## src/rtl/lag_scan_sequencer_pkg.sv

```systemverilog
// Shared encodings for the lag/sampling-period sweep sequencer.
package lag_scan_sequencer_pkg;

  typedef enum logic [1:0] {
    MODE_HOLD     = 2'd0,
    MODE_SINGLE   = 2'd1,
    MODE_WRAP     = 2'd2,
    MODE_PINGPONG = 2'd3
  } mode_e;

  typedef enum logic {
    DIR_UP   = 1'b0,
    DIR_DOWN = 1'b1
  } dir_e;

endpackage

```

## src/rtl/lag_scan_channel.sv

```systemverilog
// One sweep channel: start/increment/len stepping with end-of-sweep handling
// and optional coarse/fine counting where the fine field wraps at DELAY_SIZE.
module lag_scan_channel
  import lag_scan_sequencer_pkg::*;
#(
  parameter int WIDTH       = 24,
  parameter int FINE_BITS   = 12,
  parameter int SPLIT       = 0,
  parameter int DELAY_SIZE  = 4,
  parameter int COUNT_WIDTH = 8
) (
  input  logic                   intclk_i,
  input  logic                   rst_ni,
  input  logic                   active_i,
  input  logic                   step_i,
  input  logic [1:0]             mode_i,
  input  logic [WIDTH-1:0]       start_i,
  input  logic [WIDTH-1:0]       increment_i,
  input  logic [WIDTH-1:0]       len_i,
  output logic [WIDTH-1:0]       current_o,
  output logic                   done_o,
  output logic                   wrap_pulse_o,
  output logic [COUNT_WIDTH-1:0] sweep_count_o
);

  localparam int W1 = WIDTH + 1;
  localparam logic [W1-1:0] DELAY_W  = W1'(DELAY_SIZE);
  localparam logic [W1-1:0] FINE_ONE = W1'(1) << FINE_BITS;

  logic [WIDTH-1:0]       current_q, current_d;
  logic                   done_q, done_d;
  logic                   pulse_q, pulse_d;
  dir_e                   dir_q, dir_d;
  logic [COUNT_WIDTH-1:0] count_q, count_d;

  logic [W1-1:0] cur_w, start_w, inc_w, end_w, up_w, dn_w, fine_w;
  logic          up_ok, dn_ok, degen, ev;

  // Candidate neighbours of current, kept one bit wider so the limit tests never wrap.
  always_comb begin
    cur_w   = {1'b0, current_q};
    start_w = {1'b0, start_i};
    inc_w   = {1'b0, increment_i};
    end_w   = start_w + {1'b0, len_i};
    up_w    = cur_w + inc_w;
    dn_w    = cur_w - inc_w;
    fine_w  = W1'(current_q[FINE_BITS-1:0]);
    if (SPLIT != 0) begin
      if ((fine_w + inc_w) >= DELAY_W) up_w = up_w - DELAY_W + FINE_ONE;
      if (fine_w < inc_w)              dn_w = dn_w + DELAY_W - FINE_ONE;
    end
    up_ok = (up_w <= end_w);
    dn_ok = ($signed(dn_w) >= $signed(start_w));
    degen = (increment_i == '0) || (len_i == '0);
  end

  always_comb begin
    current_d = current_q;
    done_d    = done_q;
    dir_d     = dir_q;
    ev        = 1'b0;
    if (!active_i) begin
      current_d = start_i;
      done_d    = 1'b0;
      dir_d     = DIR_UP;
    end else if (step_i) begin
      case (mode_e'(mode_i))
        MODE_HOLD: ;
        MODE_SINGLE: begin
          if (!done_q) begin
            if (!degen && up_ok) current_d = up_w[WIDTH-1:0];
            else begin
              done_d = 1'b1;
              ev     = 1'b1;
            end
          end
        end
        MODE_WRAP: begin
          if (!degen && up_ok) current_d = up_w[WIDTH-1:0];
          else begin
            current_d = start_i;
            ev        = 1'b1;
          end
        end
        MODE_PINGPONG: begin
          if (degen) ev = 1'b1;
          else if (dir_q == DIR_UP) begin
            if (up_ok) current_d = up_w[WIDTH-1:0];
            else begin
              dir_d     = DIR_DOWN;
              current_d = dn_ok ? dn_w[WIDTH-1:0] : start_i;
              ev        = 1'b1;
            end
          end else begin
            if (dn_ok) current_d = dn_w[WIDTH-1:0];
            else begin
              dir_d     = DIR_UP;
              current_d = up_ok ? up_w[WIDTH-1:0] : end_w[WIDTH-1:0];
              ev        = 1'b1;
            end
          end
        end
        default: ;
      endcase
    end
    pulse_d = ev;
    if (!active_i)            count_d = '0;
    else if (ev && !(&count_q)) count_d = count_q + COUNT_WIDTH'(1);
    else                      count_d = count_q;
  end

  always_ff @(posedge intclk_i or negedge rst_ni) begin
    if (!rst_ni) begin
      current_q <= '0;
      done_q    <= 1'b0;
      pulse_q   <= 1'b0;
      dir_q     <= DIR_UP;
      count_q   <= '0;
    end else begin
      current_q <= current_d;
      done_q    <= done_d;
      pulse_q   <= pulse_d;
      dir_q     <= dir_d;
      count_q   <= count_d;
    end
  end

  assign current_o     = current_q;
  assign done_o        = done_q;
  assign wrap_pulse_o  = pulse_q;
  assign sweep_count_o = count_q;

endmodule

```

## src/rtl/lag_scan_sequencer.sv

```systemverilog
// Multi-channel lag sweep generator feeding the per-input CLK_GEN divisors.
module lag_scan_sequencer
  import lag_scan_sequencer_pkg::*;
#(
  parameter int NUM_INPUTS  = 8,
  parameter int WIDTH       = 24,
  parameter int FINE_BITS   = 12,
  parameter int SPLIT       = 0,
  parameter int DELAY_SIZE  = 4,
  parameter int COUNT_WIDTH = 8
) (
  input  logic                              intclk,
  input  logic                              reset,
  input  logic                              capture,
  input  logic                              step,
  input  logic [2*NUM_INPUTS-1:0]           mode_a,
  input  logic [WIDTH*NUM_INPUTS-1:0]       start_a,
  input  logic [WIDTH*NUM_INPUTS-1:0]       increment_a,
  input  logic [WIDTH*NUM_INPUTS-1:0]       len_a,
  output logic [WIDTH*NUM_INPUTS-1:0]       current_a,
  output logic [NUM_INPUTS-1:0]             done,
  output logic [NUM_INPUTS-1:0]             wrap_pulse,
  output logic                              all_done,
  output logic [COUNT_WIDTH*NUM_INPUTS-1:0] sweep_count_a
);

  logic capture_q;
  logic active;

  // The cycle capture rises is still a reload cycle, so a coincident step is dropped.
  always_ff @(posedge intclk or negedge reset) begin
    if (!reset) capture_q <= 1'b0;
    else        capture_q <= capture;
  end

  assign active = capture & capture_q;

  for (genvar g = 0; g < NUM_INPUTS; g++) begin : g_ch
    lag_scan_channel #(
      .WIDTH       (WIDTH),
      .FINE_BITS   (FINE_BITS),
      .SPLIT       (SPLIT),
      .DELAY_SIZE  (DELAY_SIZE),
      .COUNT_WIDTH (COUNT_WIDTH)
    ) u_ch (
      .intclk_i      (intclk),
      .rst_ni        (reset),
      .active_i      (active),
      .step_i        (step),
      .mode_i        (mode_a[2*g +: 2]),
      .start_i       (start_a[WIDTH*g +: WIDTH]),
      .increment_i   (increment_a[WIDTH*g +: WIDTH]),
      .len_i         (len_a[WIDTH*g +: WIDTH]),
      .current_o     (current_a[WIDTH*g +: WIDTH]),
      .done_o        (done[g]),
      .wrap_pulse_o  (wrap_pulse[g]),
      .sweep_count_o (sweep_count_a[COUNT_WIDTH*g +: COUNT_WIDTH])
    );
  end

  logic any_single, every_done;

  always_comb begin
    any_single = 1'b0;
    every_done = 1'b1;
    for (int i = 0; i < NUM_INPUTS; i++) begin
      if (mode_e'(mode_a[2*i +: 2]) == MODE_SINGLE) begin
        any_single = 1'b1;
        every_done = every_done & done[i];
      end
    end
    all_done = any_single & every_done;
  end

endmodule

```

## config.mk

```make
export PLATFORM = sky130hd
export DESIGN_NAME = lag_scan_sequencer
export DESIGN_NICKNAME = d
export VERILOG_FILES = /design/src/rtl/lag_scan_sequencer_pkg.sv /design/src/rtl/lag_scan_channel.sv /design/src/rtl/lag_scan_sequencer.sv
export SDC_FILE = /design/constraint.sdc
export NUM_CORES = 2
export LEC_CHECK = 0
export CORE_AREA = 5 5 509 511
export DETAILED_ROUTE_END_ITERATION = 7
export DIE_AREA = 0 0 514 516
export HOLD_SLACK_MARGIN = 0.03
export PLACE_DENSITY = 0.49
export SYNTH_ARGS = -nofsm -noshare
export SYNTH_HDL_FRONTEND = slang
export SYNTH_SLANG_ARGS = --single-unit
```

## constraint.sdc

```tcl
create_clock -name intclk -period 6.9 [get_ports intclk]
set_input_delay 0.69 -clock intclk [delete_from_list [all_inputs] [get_ports intclk]]
set_output_delay 0.69 -clock intclk [all_outputs]
set_load 0.05 [all_outputs]
```

-- Word level (Yosys, flattened, before mapping)
Cells that the tools add are included.
- add/sub/neg operators: 32
- magnitude comparators: 16
- eq/ne operators: 89
- mux-type cells: 280
- bitwise gates (word level): 9
- reductions and logical operators: 88
- operators by type and width (cell ; count):
    24-bit 2-to-1 mux ; 88
    24-bit one-hot mux with 3 select lines ; 8
    24-bit by 24-bit adder with 25-bit output ; 16
    24-bit zero test ; 16
    25-bit greater-or-equal comparator ; 8
    25-bit <= comparator ; 8
    24-bit by 24-bit subtractor with 25-bit output ; 8
    1-bit 2-to-1 mux ; 160
    8-bit 2-to-1 mux ; 16
    8-bit by 1-bit adder with 8-bit output, second input constant ; 8
    8-bit AND reduction ; 8
    3-bit inequality test, second input constant ; 17
    5-bit AND reduction ; 8
    2-bit inequality test, second input constant ; 19
    2-bit == test, second input constant ; 16
    2-bit by 1-bit inequality test with 1-bit output, second input constant ; 14
    4-bit by 2-bit inequality test with 1-bit output, second input constant ; 7
    1-bit one-hot mux with 3 select lines ; 8
    3-bit AND reduction ; 8
    3-bit by 2-bit inequality test with 1-bit output, second input constant ; 7
    2-bit by 1-bit == test with 1-bit output, second input constant ; 8
    1-bit logical AND ; 16
    1-bit zero test ; 16
    2-bit AND reduction ; 8
    other kinds (3) ; 18
- flip-flop bits (word level): 281
- bits of input ports: 596
- output and inout bits: 273
- word-level logic and storage cells: 555

-- Depth between registers and ports, before layout
- word-level depth: 17
- gate-level depth with buffers: 28
- gate-level depth less buffers: 26

-- Modules after synthesis
Synthesis repeated with hierarchy kept, for this count alone.
- cells, all modules: 9049
- area, all modules: 65940.7 µm²
- by module, submodules not included (module ; times used ; cells each ; area an instance (µm²) ; seq. area each (µm²)):
    lag_scan_channel at g_ch[5].u_ch ... ; 3 ; 1107 ; 8206.6 ; 875.8
    lag_scan_channel at g_ch[2].u_ch ... ; 2 ; 1154 ; 8284.2 ; 875.8
    lag_scan_channel at g_ch[1].u_ch ; 1 ; 1140 ; 8234.1 ; 875.8
    lag_scan_channel at g_ch[0].u_ch ; 1 ; 1126 ; 8221.6 ; 875.8
    lag_scan_channel at g_ch[4].u_ch ; 1 ; 1134 ; 8132.8 ; 875.8
    lag_scan_sequencer ; 1 ; 20 ; 163.9 ; 25.0

-- Worst setup path after synthesis
Ideal clock, no wire load.
- path kind: input -> register
- from: input port start_a[24]
- to: register g_ch[1].u_ch.current_q[22]
- library setup time: 0.138 ns
- data arrival time: 5.742 ns
- data required time: 6.762 ns
- slack: 1.020 ns
- stages: 23
- path buffers: 1
- cells stage by stage: ha_1 fa_1 a21oi_1 nor2_1 o31a_1 o31a_1 a221oi_1 o211ai_1 a41oi_1 a21oi_1 xnor2_1 ha_1 a21o_1 a21o_1 a21o_1 a211o_1 o31ai_2 a21oi_1 nor2b_1 nand2_1 clkbuf_1 o41ai_1 o41ai_1
- cells in the longest elaborated chain, start to end: 9
- elaborated cells on any way between the ends: 16
- classes of those cells: 1 x add/sub; 2 x order compare; 1 x eq/ne; 10 x mux; 2 x reduce/logical
- ends and longest elaborated chain (element ; line ; RTL):
    from (decl) ; lag_scan_sequencer.sv:17 ; input logic [WIDTH*NUM_INPUTS-1:0] start_a,
    24-bit by 24-bit adder with 25-bit output ; lag_scan_channel.sv:44 ; end_w = start_w + {1'b0, len_i};
    25-bit <= comparator ; lag_scan_channel.sv:52 ; up_ok = (up_w <= end_w);
    24-bit 2-to-1 mux ; lag_scan_channel.sv:98 ; current_d = up_ok ? up_w[WIDTH-1:0] : end_w[WIDTH-1:0];
    24-bit 2-to-1 mux ; lag_scan_channel.sv:95 ; if (dn_ok) current_d = dn_w[WIDTH-1:0];
    24-bit 2-to-1 mux ; lag_scan_channel.sv:87 ; else if (dir_q == DIR_UP) begin
    24-bit 2-to-1 mux ; lag_scan_channel.sv:86 ; if (degen) ev = 1'b1;
    24-bit one-hot mux with 3 select lines ; lag_scan_channel.sv:67 ; case (mode_e'(mode_i))
    24-bit 2-to-1 mux ; lag_scan_channel.sv:66 ; end else if (step_i) begin
    24-bit 2-to-1 mux ; lag_scan_channel.sv:62 ; if (!active_i) begin
    to (signal assigned) ; lag_scan_channel.sv:120 ; current_q <= current_d;
    to (decl) ; lag_scan_channel.sv:30 ; logic [WIDTH-1:0] current_q, current_d;
Several ways; a longest one is shown, not always the timed one. The select of a mux whose other input is x is not followed.
A chain may end at the register's enable or synchronous reset.

-- Final worst setup path
- from: register g_ch[1].u_ch.current_q[0]
- to: register g_ch[1].u_ch.current_q[2]
- cells in the longest elaborated chain, start to end: 9
- elaborated cells on any way between the ends: 19
- classes of those cells: 2 x add/sub; 2 x order compare; 1 x eq/ne; 12 x mux; 2 x reduce/logical
- ends and longest elaborated chain (element ; line):
    24-bit by 24-bit subtractor with 25-bit output / 24-bit by 24-bit adder with 25-bit output (equally long branches) ; lag_scan_channel.sv:46, lag_scan_channel.sv:45
    25-bit greater-or-equal comparator / 25-bit <= comparator (equally long branches) ; lag_scan_channel.sv:53, lag_scan_channel.sv:52
    24-bit 2-to-1 mux (on tied branches) ; lag_scan_channel.sv:91, lag_scan_channel.sv:98
    24-bit 2-to-1 mux (on tied branches) ; lag_scan_channel.sv:88, lag_scan_channel.sv:95
    24-bit 2-to-1 mux ; lag_scan_channel.sv:87
    24-bit 2-to-1 mux ; lag_scan_channel.sv:86
    24-bit one-hot mux with 3 select lines ; lag_scan_channel.sv:67
    24-bit 2-to-1 mux ; lag_scan_channel.sv:66
    24-bit 2-to-1 mux ; lag_scan_channel.sv:62
Several ways; a longest one is shown, not always the timed one. The select of a mux whose other input is x is not followed.

==> results.yml <==
die:
  boundaryPins: 869
  die_w_um: 514
  die_y_um: 516
  dieArea_mm2: 0.265
  start_util_pct: 25.0
  fp-row-count: 185
  coreArea_mm2: 0.253
status:
  violations: "DRC"
  status: "complete, but fails checks"
timing:
  fin_hold_ws_ps: 448
  fmax_ghz: 0.153
  rsz0062_at_grt: "false"
  fin_skew_ps: 38.2
  hold_viol_final: 0
  slew_headroom_pct: 22.3
  setup_viol_count_final: 0
  fin_crit_ps: 6540
  tightest_slew_ps: 1160
  maxSlewViolCount: 0
  period_share_pct: 94.8
yosys:
  ys_async_sr_fraction_pct: 100
  synth_area_leaders: "ha_1 (19%), dfrtp_1 (11%), a21oi_1 (6.7%)"
  synthDominantCellAreaShare_pct: 19.3
  synth-edff-count: 0
  ys_warn_count: 0
  synth.distinct_cells: 126
  syn_avg_cell_area_um2: 7.19
  syn_inst: 8795
  seq_area_frac_synth_pct: 11.1
  syn-num-nets: 10400
  netlist_area_mm2: 0.0632
  ys.flop_type: "dfrtp_1"
  yosys_register_bits: 281
  yosysTopAreaCell: "ha_1"
routing:
  wire_per_inst_um: 26.4
  firstDrtPassIters: 8
  drt-initial-drc-count: 7903
  route.detailed.drc: 3
  highest_layer: "met5"
  met2_length_mm: 157
  wl_met1_mm: 153
  route.met3.wl_mm: 26.1
  routed_wl_mm: 355
  postRouteAntennaNets: 0
  vias_per_cell: 5.65
  vias: 76100
cells_and_area:
  nets: 11600
  nFillCells: 27100
  multi_input_area_mm2: 0.0516
  drive_above_1_share_pct: 9.67
  fin_area_mm2: 0.0820
  area_growth_pct: 29.7
  regArea_mm2: 0.00703
place:
  dpl.hpwl_mm: 294
  place_area_mm2: 0.0802
  routabilityCongestion: 0.985
  port_buffers: 868
power:
  pwr-share-clk_pct: 11.3
  p_leak_uw: 0.0353
  p_sw_share_pct: 55.4
  power_density_mw_per_mm2: 312
  p_int_uw: 11400
  ir_worst_vdd_uv: 264
  p_comb_share_pct: 79.5
  total_power_uw: 25600
  p_seq_share_pct: 9.3
  power_switching_uw: 14200
hold_path:
  hold_depth: 3
  hold_path.class: "in2reg"
critical_path:
  crit-reg2reg-launch: "g_ch[1].u_ch.current_o[0]"
  worst-setup-path-type: "reg2reg"
  cp_max_fo: 10
  crit_chain: "inv_1, ha_1, inv_1, fa_1, a211oi_4, o21ai_1, a31oi_4, o31ai_4, a221oi_4, o211ai_1, a21oi_1, xnor2_1, ha_1, nand4_1, nor4_2, nand2_1, o2111ai_1, o21ai_1, a21oi_4, mux2_2, o32ai_1, a211oi_1, a2111oi_0, nor2_1"
  slowest_stage: "dfrtp_1"
  required_ps: 7470
  worstReg2RegEnd: "g_ch[1].u_ch.current_o[2]"
  r2r_cells: 24
  startpoint_type: "register"
  critPathCaptureType: "register"
  rrSetupSlack_ps: 360
  critPathLaunch: "g_ch[1].u_ch.current_o[0]"
  worstPathArrival_ps: 7110
  cpPeakStageDelay_ps: 540
  crit_end: "g_ch[1].u_ch.current_o[2]"
grt:
  grtUsageTotal_pct: 25.3
  grt_pass1_vias: 73300
  grt_start_max_net_pins: 107
  antenna_found_initial: 70
  grt_pass1_wl_mm: 507
  overflow: 0
clocking:
  cts_sinks: 281
  clk_pin_slew_worst_paths_ps: 60
  insertion_delay_ps: 700
  cts_tree: "done"
  clockRootBuffer: "clkbuf_16"
  h-tree-depth: 2
  cts_inserted_buffers: 49
  clockBufferDepth: 3
run:
  maxCapViolations: 0
[critical path: cells and delay by family (launching register included)]
family	cells	cell delay [ps]
mux	1	390
xor+xnor	1	170
buf+inv	2	380
flops	1	540
fa+ha+maj	3	1040
compound gates	13	3000
simple gates	4	860
[per-layer routing]
layer / global-route usage [%] / up-vias
li1: - / 35200
met1: 33.3 / 36600
met5: 0 / -
met2: 40.2 / 3663
met4: 12.9 / 8
met3: 3.75 / 650
[cells in the mapped netlist, drive strengths merged, types with 75 or more instances]
cell type,number
a211oi,177
a21o,188
a21oi,854
a221oi,119
a22oi,75
a31oi,128
buf,129
clkbuf,311
dfrtp,281
ha,976
inv,732
nand2,638
nand2b,108
nand3,176
nand4,109
nor2,749
nor2b,79
nor3,229
nor4,150
o211ai,159
o21a,93
o21ai,621
o21bai,118
or3,109
xnor2,334
xor2,169
[power groups by stage]
stage	logic, uW	registers [uW]	clock network [uW]
3_5_place_dp	19800	2380	0
5_1_grt	22000	2380	3010
6_report	20400	2370	2890
4_1_cts	20000	2360	2980
2_1_floorplan	11600	2870	0
3_3_place_gp	19700	2380	0
[repair_timing]
action                     in CTS  in global routing
setup endpoints to repair       0                  2
gates resized for setup         0                  2
setup buffers                   0                  0
hold endpoints to repair       45                  0
hold buffers                    1                  0
[final cells by class]
type / instances / share of cell area (%)
multi-input combinational: 7339 / 62.9
timing repair buffer: 1600 / 17.7
sequential: 281 / 8.57
tap: 3366 / 5.13
inverter: 735 / 3.36
clock buffer: 64 / 1.70
clock inverter: 26 / 0.424
antenna: 51 / 0.156
[stage by stage]
step	setup WS [ps]	instances	TNS (ps)	util [%]
floorplan	1020	8795	0	-
CTS	310	13400	0	32.3
detailed placement	-150	13300	-1030	31.6
finish	360	13500	0	32.4
global route	105	13500	0	32.4
global placement	-176	13300	-851	31.6
[kinds of logic after synthesis]
family / Yosys count / share of synthesized area, %
AND/OR/NAND/NOR: 2578 / 19.6
buffers and inverters: 1175 / 7.37
adder cells (fa/ha/maj): 1000 / 20.1
multiplexers: 68 / 1.09
flip-flops: 281 / 11.1
AO/OA/AOI/OAI: 3190 / 33.8
XOR/XNOR: 503 / 6.98
[how the worst min path moves through the flow]
| stage | startpoint | end | slack (ps) |
|---|---|---|---|
| floorplan | reset | capture_q | 390 |
| global route | step | g_ch[3].u_ch.done_o | 410 |
| global placement | g_ch[6].u_ch.sweep_count_o[4] | g_ch[6].u_ch.sweep_count_o[4] | 500 |
| detailed placement | g_ch[6].u_ch.sweep_count_o[4] | g_ch[6].u_ch.sweep_count_o[4] | 510 |
| CTS | step | g_ch[3].u_ch.done_o | 390 |
| finish | step | g_ch[3].u_ch.done_o | 450 |
[layout by cell type, fill, tap and decap left out, types with 158 or more instances in the layout]
cell	netlist	routed
a211oi_1	169	168
a21o_1	188	188
a21oi_1	849	848
buf_4	31	704
clkdlybuf4s50_1	0	866
dfrtp_1	281	281
ha_1	976	976
inv_1	731	731
nand2_1	637	636
nand3_1	176	176
nor2_1	745	743
nor3_1	228	227
o211ai_1	158	158
o21ai_0	586	582
xnor2_1	334	334
xor2_1	168	168
[state kept, by name, summed over array words and instances (netlist names)]
signal / count
g_ch.u_ch.wrap_pulse_o: 8
g_ch.u_ch.dir_q: 8
g_ch.u_ch.current_o: 192
g_ch.u_ch.done_o: 8
g_ch.u_ch.sweep_count_o: 64
capture_q: 1
No activity file was read; power rests on OpenSTA's default activity.
